$ cat config.mk
export PLATFORM = sky130hd
export DESIGN_NAME = program_loader_flat
export DESIGN_NICKNAME = d
export VERILOG_FILES = /design/src/rtl/loader_pkg.sv /design/src/rtl/program_loader_if.sv /design/src/rtl/loader_checksum.sv /design/src/rtl/program_loader.sv /design/src/flat_wrapper.sv
export SDC_FILE = /design/constraint.sdc
export NUM_CORES = 1
export LEC_CHECK = 0
export ABC_AREA = 1
export BUFFER_PORTS_ARGS = -buffer_cell sky130_fd_sc_hd__buf_2
export CAP_MARGIN = 20
export CORE_MARGIN = 8
export CORE_UTILIZATION = 45
export CTS_CLUSTER_SIZE = 24
export DETAILED_ROUTE_END_ITERATION = 12
export PLACE_DENSITY_LB_ADDON = 0.12
export SETUP_SLACK_MARGIN = 0.02
export SYNTH_ARGS = -nofsm -noshare
export SYNTH_HDL_FRONTEND = slang
export SYNTH_HIERARCHICAL = 1
export SYNTH_SLANG_ARGS = --single-unit
export TNS_END_PERCENT = 1
$ cat constraint.sdc
create_clock -name clock -period 2.2 [get_ports clock]
set_input_delay 0.33 -clock clock [delete_from_list [all_inputs] [get_ports clock]]
set_output_delay 0.33 -clock clock [all_outputs]
set_load 0.1 [all_outputs]
$ cat src/rtl/loader_pkg.sv
// Shared types and frame geometry for the program loader.
package loader_pkg;

  localparam int unsigned BYTE_W     = 8;
  localparam int unsigned LEN_BYTES  = 2;
  localparam int unsigned WORD_BYTES = 2;
  localparam int unsigned CSUM_BYTES = 1;
  localparam int unsigned LEN_W      = LEN_BYTES * BYTE_W;
  localparam int unsigned WORD_W     = WORD_BYTES * BYTE_W;
  localparam int unsigned CSUM_W     = CSUM_BYTES * BYTE_W;

  localparam logic [CSUM_W-1:0] CSUM_INIT = 8'h00;

  typedef enum logic [3:0] {
    S_IDLE,
    S_LEN_HI,
    S_LEN_LO,
    S_DATA_HI,
    S_DATA_LO,
    S_WRITE,
    S_CSUM,
    S_DONE,
    S_ERROR
  } state_e;

  // States in which a byte from the stream is consumed.
  function automatic logic takes_byte(state_e s);
    return s inside {S_LEN_HI, S_LEN_LO, S_DATA_HI, S_DATA_LO, S_CSUM};
  endfunction

  // States that make up an in-progress load.
  function automatic logic is_busy(state_e s);
    return s inside {S_LEN_HI, S_LEN_LO, S_DATA_HI, S_DATA_LO, S_WRITE, S_CSUM};
  endfunction

endpackage

$ cat src/rtl/program_loader_if.sv
// Byte stream in and memory write port out of the program loader.
interface program_loader_if
  import loader_pkg::*;
#(
  parameter int unsigned ADDR_W = 8
);

  logic [BYTE_W-1:0] rx_data;
  logic              rx_valid;
  logic              rx_ready;
  logic [ADDR_W-1:0] mem_addr;
  logic [WORD_W-1:0] mem_wdata;
  logic              mem_we;

  modport master (
    input  rx_data, rx_valid,
    output rx_ready, mem_addr, mem_wdata, mem_we
  );

  modport slave (
    output rx_data, rx_valid,
    input  rx_ready, mem_addr, mem_wdata, mem_we
  );

endinterface

$ cat src/rtl/loader_checksum.sv
// Running XOR of frame bytes, with a compare against the trailing checksum byte.
module loader_checksum
  import loader_pkg::*;
(
  input  logic              clock,
  input  logic              reset,
  input  logic              clear,
  input  logic              enable,
  input  logic [CSUM_W-1:0] data,
  output logic              match_c
);

  logic [CSUM_W-1:0] acc;

  always_ff @(posedge clock or posedge reset) begin
    if (reset) begin
      acc <= CSUM_INIT;
    end else if (clear) begin
      acc <= CSUM_INIT;
    end else if (enable) begin
      acc <= acc ^ data;
    end
  end

  assign match_c = (acc == data);

endmodule

$ cat src/rtl/program_loader.sv
// Loads a framed program image from a byte stream into instruction memory,
// holding the CPU stopped while the load is in flight.
module program_loader
  import loader_pkg::*;
#(
  parameter int unsigned ADDR_W    = 8,
  parameter int unsigned BASE_ADDR = 0
) (
  input  logic              clock,
  input  logic              reset,
  input  logic              start,
  input  logic              abort,
  program_loader_if.master  bus,
  output logic              cpu_hold,
  output logic              busy,
  output logic              done,
  output logic              error,
  output logic [ADDR_W:0]   words_loaded
);

  localparam int unsigned CNT_W = ADDR_W + 1;
  localparam int unsigned CMP_W = LEN_W + 1;
  localparam logic [CMP_W-1:0] CAPACITY = CMP_W'(1) << ADDR_W;

  state_e            state;
  state_e            state_n;
  logic [BYTE_W-1:0] len_hi;
  logic [LEN_W-1:0]  len;
  logic [BYTE_W-1:0] data_hi;
  logic [LEN_W-1:0]  len_full;
  logic              xfer;
  logic              go;
  logic              acc_en;
  logic              csum_ok;

  assign xfer     = bus.rx_valid && bus.rx_ready;
  assign len_full = {len_hi, bus.rx_data};

  loader_checksum u_checksum (
    .clock   (clock),
    .reset   (reset),
    .clear   (go),
    .enable  (acc_en),
    .data    (bus.rx_data),
    .match_c (csum_ok)
  );

  always_ff @(posedge clock or posedge reset) begin
    if (reset) begin
      state <= S_IDLE;
    end else begin
      state <= state_n;
    end
  end

  // Abort takes priority over everything, including a byte arriving that cycle.
  always_comb begin
    state_n = state;
    go      = 1'b0;
    acc_en  = 1'b0;
    if (abort && is_busy(state)) begin
      state_n = S_ERROR;
    end else begin
      case (state)
        S_IDLE, S_ERROR: begin
          if (start) begin
            state_n = S_LEN_HI;
            go      = 1'b1;
          end
        end
        S_LEN_HI: begin
          if (xfer) begin
            acc_en  = 1'b1;
            state_n = S_LEN_LO;
          end
        end
        S_LEN_LO: begin
          if (xfer) begin
            acc_en = 1'b1;
            if (len_full == '0) begin
              state_n = S_CSUM;
            end else if (CMP_W'(len_full) > CAPACITY) begin
              state_n = S_ERROR;
            end else begin
              state_n = S_DATA_HI;
            end
          end
        end
        S_DATA_HI: begin
          if (xfer) begin
            acc_en  = 1'b1;
            state_n = S_DATA_LO;
          end
        end
        S_DATA_LO: begin
          if (xfer) begin
            acc_en  = 1'b1;
            state_n = S_WRITE;
          end
        end
        S_WRITE: begin
          if (CMP_W'(words_loaded) + CMP_W'(1) < CMP_W'(len)) begin
            state_n = S_DATA_HI;
          end else begin
            state_n = S_CSUM;
          end
        end
        S_CSUM: begin
          if (xfer) begin
            state_n = csum_ok ? S_DONE : S_ERROR;
          end
        end
        S_DONE:  state_n = S_IDLE;
        default: state_n = S_IDLE;
      endcase
    end
  end

  // Status outputs are decoded from the next state so they line up with it.
  always_ff @(posedge clock or posedge reset) begin
    if (reset) begin
      bus.rx_ready  <= 1'b0;
      bus.mem_we    <= 1'b0;
      bus.mem_addr  <= ADDR_W'(BASE_ADDR);
      bus.mem_wdata <= '0;
      cpu_hold      <= 1'b0;
      busy          <= 1'b0;
      done          <= 1'b0;
      error         <= 1'b0;
      words_loaded  <= '0;
      len_hi        <= '0;
      len           <= '0;
      data_hi       <= '0;
    end else begin
      bus.rx_ready <= takes_byte(state_n);
      bus.mem_we   <= (state_n == S_WRITE);
      cpu_hold     <= (state_n != S_IDLE);
      busy         <= is_busy(state_n);
      done         <= (state_n == S_DONE);
      error        <= (state_n == S_ERROR);
      if (go) begin
        bus.mem_addr <= ADDR_W'(BASE_ADDR);
        words_loaded <= '0;
      end
      if (state == S_WRITE && state_n != S_ERROR) begin
        bus.mem_addr <= bus.mem_addr + ADDR_W'(1);
        words_loaded <= words_loaded + CNT_W'(1);
      end
      if (acc_en) begin
        case (state)
          S_LEN_HI:  len_hi        <= bus.rx_data;
          S_LEN_LO:  len           <= len_full;
          S_DATA_HI: data_hi       <= bus.rx_data;
          S_DATA_LO: bus.mem_wdata <= {data_hi, bus.rx_data};
          default:   ;
        endcase
      end
    end
  end

endmodule
$ cat src/flat_wrapper.sv
// flat-port wrapper written by rule: the top's interface ports become plain ports
module program_loader_flat import loader_pkg::*;
#(
  parameter int unsigned ADDR_W    = 8,
  parameter int unsigned BASE_ADDR = 0
)
  (clock, reset, start, abort, cpu_hold, busy, done, error, words_loaded, bus_rx_data, bus_rx_valid, bus_rx_ready, bus_mem_addr, bus_mem_wdata, bus_mem_we);
  program_loader_if #(.ADDR_W(ADDR_W)) bus_i ();
  input  logic clock;
  input  logic reset;
  input  logic start;
  input  logic abort;
  output logic cpu_hold;
  output logic busy;
  output logic done;
  output logic error;
  output logic [ADDR_W:0] words_loaded;
  input wire logic [$bits(bus_i.rx_data)-1:0] bus_rx_data;
  input wire logic [$bits(bus_i.rx_valid)-1:0] bus_rx_valid;
  output wire logic [$bits(bus_i.rx_ready)-1:0] bus_rx_ready;
  output wire logic [$bits(bus_i.mem_addr)-1:0] bus_mem_addr;
  output wire logic [$bits(bus_i.mem_wdata)-1:0] bus_mem_wdata;
  output wire logic [$bits(bus_i.mem_we)-1:0] bus_mem_we;
  assign bus_i.rx_data = bus_rx_data;
  assign bus_i.rx_valid = bus_rx_valid;
  assign bus_rx_ready = bus_i.rx_ready;
  assign bus_mem_addr = bus_i.mem_addr;
  assign bus_mem_wdata = bus_i.mem_wdata;
  assign bus_mem_we = bus_i.mem_we;
  program_loader #(.ADDR_W(ADDR_W), .BASE_ADDR(BASE_ADDR)) u_core (.clock(clock), .reset(reset), .start(start), .abort(abort), .bus(bus_i), .cpu_hold(cpu_hold), .busy(busy), .done(done), .error(error), .words_loaded(words_loaded));
endmodule
======== Word level (Yosys, flattened, before mapping) ========
Index checks and enable logic that the tools add are counted.
word-level totals
  bits in read-only memories .............. 0
  output and inout port bits .............. 39
  input port bits ......................... 13
  bits in latches ......................... 0
  memory bits (writable) .................. 0
  word-level logic and storage cells ...... 78
  flip-flop bits (word level) ............. 83
  memories kept ........................... 0
cells by class
  $add $sub $neg .......................... 3
  eq/ne operators ......................... 17
  $lt $le $gt $ge ......................... 2
  mux-type cells .......................... 24
  multipliers ............................. 0
  reductions and logical operators ........ 17
  divide/modulo/power cells ............... 0
  bitwise operators ....................... 1
  shift-type cells ........................ 0
operator list
  operator                                              number
  2-to-1 mux 4 bit                                      10
  2-to-1 mux 8 bit                                      4
  equality test 4 x 3 -> 1 bit (second input constant)  7
  case mux 4 bit (7 select lines)                       1
  2-to-1 mux 9 bit                                      2
  < comparator 17 x 16 -> 1 bit                         1
  equality test 4 x 2 -> 1 bit (second input constant)  4
  > comparator 16 x 9 -> 1 bit (second input constant)  1
  logical NOT 16 bit                                    1
  nonzero test 6 bit                                    2
  adder 9 x 1 -> 10 bit (second input constant)         1
  adder 9 x 1 -> 9 bit (second input constant)          1
  adder 8 x 1 -> 8 bit (second input constant)          1
  equality test 4 x 1 -> 1 bit (second input constant)  2
  equality test 4 bit (second input constant)           2
  equality test 8 bit                                   1
  AND reduction 2 bit                                   4
  XOR 8 bit                                             1
  2-to-1 mux 1 bit                                      6
  nonzero test 5 bit                                    1
  logical NOT 4 bit                                     1
  != test 4 bit (second input constant)                 1
  nonzero test 2 bit                                    2
  nonzero test 4 bit                                    1
  4 further kinds                                       6

======== Depth between registers and ports, before layout ========
Gate-level depths: netlist of run 1.
  depth in word-level cells ............... 9
  depth in mapped cells ................... 19
  mapped depth without buffers ............ 19

======== Hierarchy ========
The synthesis of run 1 kept the hierarchy.
modules (own cells, without submodules)
  module           area each (sq um)  sequential area each (sq um)  cells an instance  times used
  program_loader   3,736.1            1,876.8                       444                1
  loader_checksum  555.5              200.2                         76                 1

======== Worst setup path before layout of run 1 ========
OpenSTA, ideal clock, no wires.
  path type ............................... flip-flop to flip-flop
  start ................................... register u_core.words_loaded[0]
  end ..................................... register u_core.busy
  data required time ...................... 2.135 ns
  buffers on the path ..................... 0
  library setup time ...................... 0.065 ns
  arrival ................................. 2.996 ns
  period minus slack after synthesis ...... 3.060 ns
  slack ................................... -0.860 ns
  cell stages (with the launch flop) ...... 18
  path through ............................ dfrtp_1 ha_1 nand3_1 nor2_1 nand2_1 nor3_1 xor2_1 ha_1 nand2_1 nor3_1 nand2_1 nand2_1 nand2_1 nand2_1 nand2_1 nor2_1 nor2_1 nand2_1
between the ends
  longest elaborated chain between the ends .. 7
  elaborated cells on any way between the ends .. 12
  those cells by class .................... 1 x add/sub; 1 x order compare; 6 x eq/ne; 3 x mux; 1 x reduce/logical
RTL lines
  item                                                        RTL line               RTL
  start: declaration                                          program_loader.sv:18   output logic [ADDR_W:0] words_loaded
  start signal: assignment                                    program_loader.sv:147  words_loaded <= words_loaded + CNT_W'(1);
  adder 9 x 1 -> 10 bit (*)                                   program_loader.sv:102  if (CMP_W'(words_loaded) + CMP_W'(1) < CMP_W'(len)) begin
  < comparator 17 x 16 -> 1 bit (*)                           program_loader.sv:102
  2-to-1 mux 3 bit (*)                                        program_loader.sv:102
  case mux 4 bit (7 select lines) (*)                         program_loader.sv:64   case (state)
  2-to-1 mux 4 bit (*)                                        program_loader.sv:61   if (abort && is_busy(state)) begin
  equality test 4 x 1 -> 1 bit, or another cell as far along  loader_pkg.sv:33       return s inside {S_LEN_HI, S_LEN_LO, S_DATA_HI, S_DATA_LO, S_WRITE, S_CSUM};
  nonzero test 6 bit (*)                                      loader_pkg.sv:33
  end signal: assignment                                      program_loader.sv:138  busy <= is_busy(state_n);
  end: declaration                                            program_loader.sv:15   output logic busy,
Every way passes the cells marked *; elsewhere a longest branch is shown, timed or not.
A chain may end at the register's enable or synchronous reset.

======== Final worst setup path of run 1 ========
Ends and elaborated chain as after synthesis.

==> run summary, run 1 <==
Tcrit/Tclk final - 1.111
Reg clk slew, reported paths - 0.10 ns
Power density of the placed cells - 1057 nW/um2
I/O pin cnt - 52
Sink Count - 83
Multi-input gate area - 1854 um2
Setup Viol. Count Final - 6
Worst EP required - 2.46 ns
WL met1 - 4.430 mm
Pwr Total - 5.551 mW
CTS tree - built
First-pass GRT wire length - 16.45 mm
Antenna-violating nets left - 0
Final WL - 9.673 mm
Final HPWL DP - 7.064 mm
Status - complete, but fails checks
Syn avg cell area - 8.253 um2
Worst hold path class - in -> reg
Mapped Area - 4292 um2
Synth Warn # - 6
Crit. End Element - register
P_sw - 2.549 mW
Fill cells - 847
Leakage power - 2.815 nW
Actual slew at the worst max-slew pin - 0.5105 ns
Rows - 35
Most common cell on crit path - nand2_2
Register area - 2085 um2
Vias in the first global route - 3500
Yosys top cell by area - dfrtp_1
Max_cap viols - 0
Post-synth EDFFs - 0
Via Count - 3523
Via density - 4.735
Final hold viol count - 0
Cts bufs inserted - 9
IO buf count - 51
Final GP Congestion - 0.8686
Skew final - 0.009701 ns
Sequential Power Share - 0.373
Hold Path Stages - 3
Area Growth Syn to Fin - 22.36%
Syn Inst Count - 520
R2r startpoint - u_core/words_loaded[0]$_DFFE_PP0P_
FF-to-FF setup slack - -0.24 ns
Bufs and invs on worst path - 0
Post-synthesis sequential area ratio - 0.4840
Fmax - 409.2 MHz
Critical Path Slowest Stage Cell - dfrtp_2
WP depth - 17
Die area - 12920 um2
Setup TNS - -1.020 ns
Area contributors post-synth - dfrtp_1, nand2_1, inv_1
Max-slew violation count - 0
Share of cells above drive strength 1 - 0.2943
Final core occ - 0.5683
Total track usage - 0.1567
DR top layer - met4
Hold path start - bus_rx_data[1]
Pin count of the biggest net entering global routing - 33
Worst Hold End - u_core/bus.mem_wdata[1]$_DFFE_PP0P_
Register bit total from synthesis - 83
Crit path kind - reg -> reg
Internal Power - 3.002 mW
Reg2reg path depth - 17
Die X - 113.7 um
Peak VDD IR - 0.4579 mV
WL met2 - 4.683 mm
Arr. time, crit path - 2.70 ns
Hold WS - 0.2916 ns
Yosys cell types - 33
Crit path largest cell delay - 0.42 ns
N_diodes - 0
Setup ws final - -0.2439 ns
Top cell type's share of synthesized area - 0.4840
WL/cell - 13.00 um
Startpoint Class - register
Clock Tree Buf Depth - 2
DRT iter0 DRCs - 173
Core area - 9240 um2
CP top delay family - simple AND/OR/NAND/NOR gates
Root buffer cell - clkbuf_8
Post-synthesis net count - 544
Skew-Pair Late Insertion Delay - 0.36 ns
Comb power frac - 0.430
Crit path max fanout - 5
Fin nets - 634
Tmin final - 2.444 ns
Met3 Wirelength - 437 um
Net Sw Frac - 0.4593
RSZ-0062 raised after global routing - yes
Die height - 113.7 um
Synth Flop Type - dfrtp_1
Antenna violations before repair - 0
Clock share of power - 0.198
Critical R2R Capture - u_core/busy$_DFF_PP0_
CP Cell Sequence - nand3_2, nand3b_1, nor2_1, nand2_2, xor2_2, ha_1, a21oi_1, o21a_1, nand2_2, nand2_2, nand2_2, nand2_2, nand2_2, nand2_4, nor2_2, nor2_1, nand2_1
Grt total ovfl - 0
Starting Density - 0.4645
Critical Path Source - u_core/words_loaded[0]$_DFFE_PP0P_
H-tree depth - 3
DRC Markers - 0
Drt first pass iters - 4
Ys async rst share - 1.000
Worst slew margin - 0.6592
Failing checks - setup timing
sequential cells by signal (all words and copies together) (netlist names):
name	flops
u_core/len_hi	8
u_core/bus.rx_ready	1
u_core/cpu_hold	1
u_core/u_checksum/acc	8
u_core/state	4
u_core/bus.mem_we	1
u_core/words_loaded	9
u_core/error	1
u_core/bus.mem_addr	8
u_core/bus.mem_wdata	16
u_core/data_hi	8
u_core/done	1
u_core/len	16
u_core/busy	1
layout by cell type (no fill, tap or decap), types with 9 or more instances in the layout:
master | netlist | routed
o21ai_1 | 15 | 15
nand2_2 | 1 | 10
o21ai_2 | 11 | 12
clkbuf_8 | 0 | 9
inv_1 | 78 | 76
nand2_1 | 138 | 128
ha_1 | 11 | 10
a21oi_1 | 11 | 11
xor2_1 | 11 | 10
nand3_1 | 24 | 21
dfrtp_1 | 83 | 77
inv_2 | 10 | 11
buf_2 | 8 | 51
nor2_1 | 42 | 41
buf_4 | 0 | 34
o21ai_0 | 30 | 29
layout make-up:
type,count,share of cell area
tap,129,0.03074
clock buffer,9,0.02359
sequential,83,0.3970
inverter,89,0.06671
clock inverter,7,0.01239
multi-input combinational,336,0.3531
timing repair buffer,91,0.1165
power groups by stage:
stage,Clock [mW],Sequential [mW],Combinational [mW]
floorplan,0,2.84,1.11
global placement,0,2.09,2.31
detailed placement,0,2.10,2.34
CTS,1.13,2.07,2.36
global route,1.19,2.11,2.61
finish,1.10,2.07,2.39
worst max path at each step:
stage	slack, ns	end
finish	-0.24	u_core/busy$_DFF_PP0_
global placement	-0.11	u_core/bus.rx_ready$_DFF_PP0_
CTS	-0.19	u_core/busy$_DFF_PP0_
floorplan	-0.46	u_core/bus.rx_ready$_DFF_PP0_
detailed placement	-0.21	u_core/busy$_DFF_PP0_
global route	-0.39	u_core/busy$_DFF_PP0_
logic make-up (layout without fill, tap and decap cells):
group                    count (synthesis)  in the layout  share of synthesized area
XOR/XNOR                                12             12                    0.02449
buffers and inverters                  101            196                     0.1029
flip-flops                              83             83                     0.4840
AND/OR/NAND/NOR                        236            236                     0.2437
AO/OA/AOI/OAI                           77             77                     0.1128
adder cells (fa/ha/maj)                 11             11                    0.03207
synth_stat cells (2+ instances only):
cell type and instances:
nor2_4 3, ha_1 11, inv_2 10, o21ai_2 11, inv_1 78, nand4_1 5
nor2_1 42, buf_2 8, a21oi_1 11, nand2_1 138, nand2_4 3, a21oi_2 2
o21ai_1 15, o22ai_2 6, nor2_2 4, nand3_2 2, xor2_1 11, or2_2 2
buf_6 3, nand3_1 24, dfrtp_1 83, o21ai_0 30, nor3_1 8
worst reg2reg max path, delay by kind of cell, from the launching register on:
family | cells | cell delay [ns]
XOR/XNOR | 1 | 0.16
adder cells (fa/ha/maj) | 1 | 0.29
flip-flops | 1 | 0.42
AND/OR/NAND/NOR | 13 | 1.18
AO/OA/AOI/OAI | 2 | 0.29
timing repair:
action,CTS,global route
pin swaps,3,14
endpoints found under the hold margin,20,0
hold buffers,1,0
endpoints found under the setup margin,6,31
setup buffers,3,2
gates resized for setup,2,20
per-stage QoR:
step                      setup WS [ns]  cells  cell area [um2]
after CTS                       -0.1854    742             5171
after floorplan                 -0.4640    520             4319
after global placement          -0.1126    722             4947
final                           -0.2439    744             5251
after global routing            -0.3906    744             5251
after detailed placement        -0.2084    722             4947
metal layers:
layer | GRT usage | vias to the layer above
li1 | - | 1801
met1 | 0.2039 | 1634
met2 | 0.2552 | 77
met3 | 0.02747 | 11
met4 | 0.05773 | 0
met5 | 0 | -
No activity file was read; power rests on OpenSTA's default activity.
==> run 2, diff against run 1 <==
==> constraint.sdc (replaced) <==
create_clock -name clock -period 2 [get_ports clock]
set_input_delay 0 -clock clock [delete_from_list [all_inputs] [get_ports clock]]
set_output_delay 0 -clock clock [all_outputs]
set_load 0.1 [all_outputs]
==> run 2 against run 1 <==
Critical endpoint is now u_core/bus.rx_ready$_DFF_PP0_; sequential power grew 11%; clock power grew 21%; hold slack lost 0.15 ns; final cell count grew 1.5%; the flow still finishes with violations (setup timing); worst setup slack lost 0.11 ns; flip-flop and latch count is the same; register-to-register slack lost 0.11 ns; sequential share of layout area shrank 1.3 points.
==> run summary, run 2 (same netlist as run 1, synthesis figures left out) <==
Vias in the first global route - 3553
Place WS - -0.4163 ns
Sink Count - 83
IO buf count - 51
Arr. time, crit path - 2.62 ns
Fill cells - 846
Clock Tree Buf Depth - 2
RSZ-0062 raised after global routing - yes
DRC Markers - 0
Fin nets - 645
Most frequent cells in the layout - nand2_1, dfrtp_1, inv_1
First-pass GRT wire length - 16.61 mm
Largest registers - u_core/bus.mem_wdata (16), u_core/len (16), u_core/words_loaded (9)
Share of cells above drive strength 1 - 0.3019
Final WL - 9.910 mm
CTS tree - built
Actual slew at the worst max-slew pin - 0.4950 ns
Worst slew margin - 0.6722
Crit. End Element - register
Non-Filler Instances - 755
FF-to-FF setup slack - -0.35 ns
H-tree depth - 3
Fin area - 5426 um2
Status - complete, but fails checks
Tcrit/Tclk final - 1.177
Max_cap viols - 0
Skew final - 0.01330 ns
Critical Path Slowest Stage Cell - dfrtp_2
I/O pin cnt - 52
Final core occ - 0.5873
Pwr Total - 6.327 mW
WP depth - 17
Pin count of the biggest net entering global routing - 46
Crit path kind - reg -> reg
Critical R2R Capture - u_core/bus.rx_ready$_DFF_PP0_
Final hold viol count - 0
Setup ws final - -0.3534 ns
Most common cell on crit path - nand2_2
Cts bufs inserted - 9
Reg clk slew, reported paths - 0.10 ns
Total track usage - 0.1609
Core area - 9240 um2
DRT iter0 DRCs - 189
Bufs and invs on worst path - 1
Root buffer cell - clkbuf_8
Drt first pass iters - 4
Tmin final - 2.353 ns
Skew-Pair Late Insertion Delay - 0.37 ns
Crit path largest cell delay - 0.41 ns
Setup TNS - -1.955 ns
Most common cell after layout, fill and taps aside - nand2_1
Die height - 113.7 um
CP top delay family - simple AND/OR/NAND/NOR gates
Fmax - 424.9 MHz
Power density of the placed cells - 1166 nW/um2
Grt total ovfl - 0
CP Cell Sequence - nand3_2, nand3b_1, nor2_1, nand2_1, xor2_1, ha_1, nand2_1, o21a_1, nand2_2, nand2_2, nand2_2, nand2_2, buf_4, nand4_1, nand2_1, nand2_2, nand2_1
Peak VDD IR - 0.6507 mV
Hold WS - 0.1375 ns
Failing checks - setup timing
Rows - 35
Setup Viol. Count Final - 6
Die X - 113.7 um
Area Growth Syn to Fin - 26.44%
Placed Area - 4970 um2
WL/cell - 13.13 um
Worst EP required - 2.26 ns
Worst hold path class - in -> async
Crit path max fanout - 3
Starting Density - 0.4645
Placed insts - 725
Via Count - 3544
N_diodes - 0
Leakage power - 2.880 nW
Antenna violations before repair - 0
Reg2reg path depth - 17
Via density - 4.694
Max-slew violation count - 0
Antenna-violating nets left - 0
Final HPWL DP - 7.211 mm
Final GP Congestion - 0.8110
Startpoint Class - register
Die area - 12920 um2
R2r startpoint - u_core/words_loaded[1]$_DFFE_PP0P_
==> run 2: area by class of cell <==
class                           instances  area, um2  share of cell area
Timing Repair Buffer                  102      726.9              0.1340
Clock buffer                            9      123.9             0.02283
Clock inverter                          7      88.84             0.01637
Inverter                               89      352.8             0.06502
Sequential cell                        83       2085              0.3841
Multi-Input combinational cell        336       1888              0.3479
Tap cell                              129      161.4             0.02974
==> run 2: worst max-delay path by stage <==
stage                                       start  slack [ns]                       endpoint
3_3_place_gp   u_core/words_loaded[1]$_DFFE_PP0P_       -0.30  u_core/bus.rx_ready$_DFF_PP0_
5_1_grt        u_core/words_loaded[0]$_DFFE_PP0P_       -0.59          u_core/busy$_DFF_PP0_
2_1_floorplan  u_core/words_loaded[0]$_DFFE_PP0P_       -0.66  u_core/bus.rx_ready$_DFF_PP0_
4_1_cts        u_core/words_loaded[1]$_DFFE_PP0P_       -0.37          u_core/busy$_DFF_PP0_
3_5_place_dp   u_core/words_loaded[1]$_DFFE_PP0P_       -0.42          u_core/busy$_DFF_PP0_
6_report       u_core/words_loaded[1]$_DFFE_PP0P_       -0.35  u_core/bus.rx_ready$_DFF_PP0_
==> run 2: repair_timing <==
action	4_1_cts	5_1_grt
setup buffers	2	3
gates cloned	0	0
pin swaps	3	20
endpoints found under the hold margin	111	0
resized for setup	4	33
hold buffers	9	0
endpoints found under the setup margin	10	29
==> run 2: where the power goes <==
group	leakage, nW	internal [mW]	switching (mW)
clock network	0.106	0.613	0.714
logic	1.77	0.797	1.91
registers	1.01	2.07	0.218
==> run 2: layer usage <==
layer  global-route usage  up-vias  part of all wire  wire length [um]
li1                     -     1825                 -                 -
met1               0.2082     1662              0.46              4599
met2               0.2600       47              0.48              4775
met3              0.03487       10             0.041               410
met4              0.05506        0             0.013               125
met5                    0        -                 0                 0
==> run 2: worst min-delay path: cells and delay by family <==
family | cells | cell delay, ns
buf+inv | 3 | 0.91
==> run 3, diff against run 2 <==
Settings changed: ABC_AREA 1 to default.
==> run 3 against run 2 <==
The run still ends with setup timing left; fmax is 14% lower; via count decreased by 8.4%; register-to-register slack got worse by 0.38 ns; sequential share of layout area decreased by 0.77 points; flip-flop and latch count unchanged; global-route usage increased by 1.4 points; area after synthesis fell by 5.6%; clock power is 7% lower; power fell by 5.9%; critical path type unchanged.
==> run summary, run 3 <==
Tmin final - 2.735 ns
CTS tree - built
Final GP Congestion - 0.8773
Die area - 12300 um2
Setup Viol. Count Final - 22
Leakage power - 2.872 nW
Register area - 2085 um2
N_diodes - 0
Failing checks - setup timing
I/O pin cnt - 52
Fin area - 5538 um2
Die height - 110.9 um
Sequential Power Share - 0.387
Skew final - 0.01611 ns
Ys async rst share - 1.000
Most common cell after layout, fill and taps aside - buf_4
H-tree depth - 3
Register bit total from synthesis - 83
Top cells by instance count after synthesis - dfrtp_1, mux2_2, nand2_1, o21ai_0, nor2_1
Actual slew at the worst max-slew pin - 0.6291 ns
Fmax - 365.6 MHz
Synth Flop Type - dfrtp_1
Skew-Pair Late Insertion Delay - 0.37 ns
Net Sw Frac - 0.3886
Share of cells above drive strength 1 - 0.4591
Clock Tree Buf Depth - 2
Syn avg cell area - 10.92 um2
First-pass GRT wire length - 17.83 mm
Final hold viol count - 0
Placed Area - 5127 um2
Place WS - -0.8675 ns
Mapped Area - 4053 um2
Clock share of power - 0.209
Non-Filler Instances - 622
Tcrit/Tclk final - 1.368
Pin count of the biggest net entering global routing - 45
Comb power frac - 0.404
Sink Count - 83
Total track usage - 0.1752
Syn Inst Count - 371
Worst slew margin - 0.5806
Rows - 34
Fill cells - 717
Yosys cell types - 48
Area contributors post-synth - dfrtp_1, mux2_2, ha_1
Reg clk slew, reported paths - 0.11 ns
Area Growth Syn to Fin - 36.65%
IO buf count - 51
Final HPWL DP - 7.698 mm
Die X - 110.9 um
Final WL - 10.50 mm
Setup ws final - -0.7351 ns
Largest registers - u_core/bus.mem_wdata (16), u_core/len (16), u_core/words_loaded (9)
Fin nets - 533
Max-slew violation count - 0
Multi-input gate area - 2063 um2
Worst hold path class - in -> reg
Root buffer cell - clkbuf_8
Post-synthesis net count - 395
Setup TNS - -6.623 ns
Antenna violations before repair - 0
RSZ-0062 raised after global routing - yes
Crit path max fanout - 4
Most frequent cells in the layout - buf_4, dfrtp_1, buf_2
Count leader, synth - dfrtp_1
DRT iter0 DRCs - 153
Startpoint Class - register
Vias in the first global route - 3584
Drt first pass iters - 4
Status - complete, but fails checks
Core area - 8721 um2
Post-synthesis sequential area ratio - 0.5125
Starting Density - 0.4647
Placed insts - 603
Worst EP required - 2.27 ns
Via density - 5.219
P_sw - 2.313 mW
WL/cell - 16.89 um
Internal Power - 3.639 mW
FF-to-FF setup slack - -0.74 ns
Crit. End Element - register
Yosys top cell by area - dfrtp_1
Power density of the placed cells - 1075 nW/um2
Peak VDD IR - 0.5702 mV
Synth Warn # - 6
Top cell type's share of synthesized area - 0.5125
Max_cap viols - 0
Post-synth EDFFs - 0
Arr. time, crit path - 3.01 ns
Via Count - 3246
Crit path kind - reg -> reg
Antenna-violating nets left - 0
DRC Markers - 0
Grt total ovfl - 0
Cts bufs inserted - 9
## run 3: cell count changes in the layout (fill, tap and decap cells not counted), sizes merged, moves of 11 or more
cell / delta
xnor2: +11
mux2: +39
nand3: -12
a21oi: -12
nor2: -28
inv: -70
o21ai: -34
buf: +47
nand2: -106
## run 3: logic make-up after synthesis
kind of cell,synth area share
AND/OR/NAND/NOR,0.1590
flip-flops,0.5125
AO/OA/AOI/OAI,0.09108
multiplexers,0.1158
buffers and inverters,0.03365
XOR/XNOR,0.05403
adder cells (fa/ha/maj),0.03396
## run 3: final timing paths
path,from,cells after the start,to
setup / recovery,u_core/words_loaded[4]$_DFFE_PP0P_,12,u_core/done$_DFF_PP0_
max in group asynchronous,reset,4,u_core/words_loaded[3]$_DFFE_PP0P_
setup reg to reg,u_core/words_loaded[4]$_DFFE_PP0P_,12,u_core/done$_DFF_PP0_
min in group asynchronous,reset,3,u_core/u_checksum/acc[4]$_DFFE_PP0P_
hold reg to reg,u_core/bus.mem_wdata[0]$_DFFE_PP0P_,1,u_core/bus.mem_wdata[0]$_DFFE_PP0P_
hold / removal,bus_rx_data[7],4,u_core/u_checksum/acc[7]$_DFFE_PP0P_
## run 3: per-layer routing
metal	routed length (um)	global-route usage
met4	93	0.04414
met1	4692	0.2090
met2	5238	0.3041
met5	0	0
met3	479	0.04654
## run 3: critical path, stage by stage, from the launching register on
cell      delay, ns
dfrtp_2        0.41
and3_4         0.18
buf_6          0.11
and3_4         0.17
buf_6          0.12
xor2_2         0.13
ha_1           0.34
and3_4         0.20
a221oi_4       0.29
o311a_1        0.22
nor3_2         0.04
buf_4          0.17
nor4_1         0.26
## run 3: cell type report
type / count / share of cell area
Clock buffer: 9 / 0.02237
Clock inverter: 7 / 0.01469
Inverter: 20 / 0.01356
Multi-Input combinational cell: 255 / 0.3726
Sequential cell: 83 / 0.3764
Tap cell: 108 / 0.02440
Timing Repair Buffer: 140 / 0.1760
## run 3: power by group through the flow
stage	Clock [mW]	Combinational (mW)	Sequential (mW)
floorplan	0	0.961	2.72
global placement	0	2.20	2.32
detailed placement	0	2.26	2.33
CTS	1.27	2.37	2.30
global route	1.33	2.61	2.36
finish	1.24	2.41	2.30
## run 3: per-stage QoR
stage	hold WS, ns	total power, mW	utilization
after floorplan	-0.1843	3.686	-
after global placement	-0.01271	4.516	0.5879
after detailed placement	-0.007451	4.592	0.5879
after CTS	0.03065	5.945	0.6232
after global routing	0.06177	6.309	0.6350
final	0.04581	5.953	0.6350
## run 3: timing repair
| item | CTS | global route |
|---|---|---|
| buffers inserted | 2 | 0 |
| endpoints found under the hold margin | 83 | 0 |
| resized for setup | 14 | 17 |
| hold buffers | 1 | 0 |
| pin swaps | 10 | 16 |
| endpoints found under the setup margin | 23 | 23 |
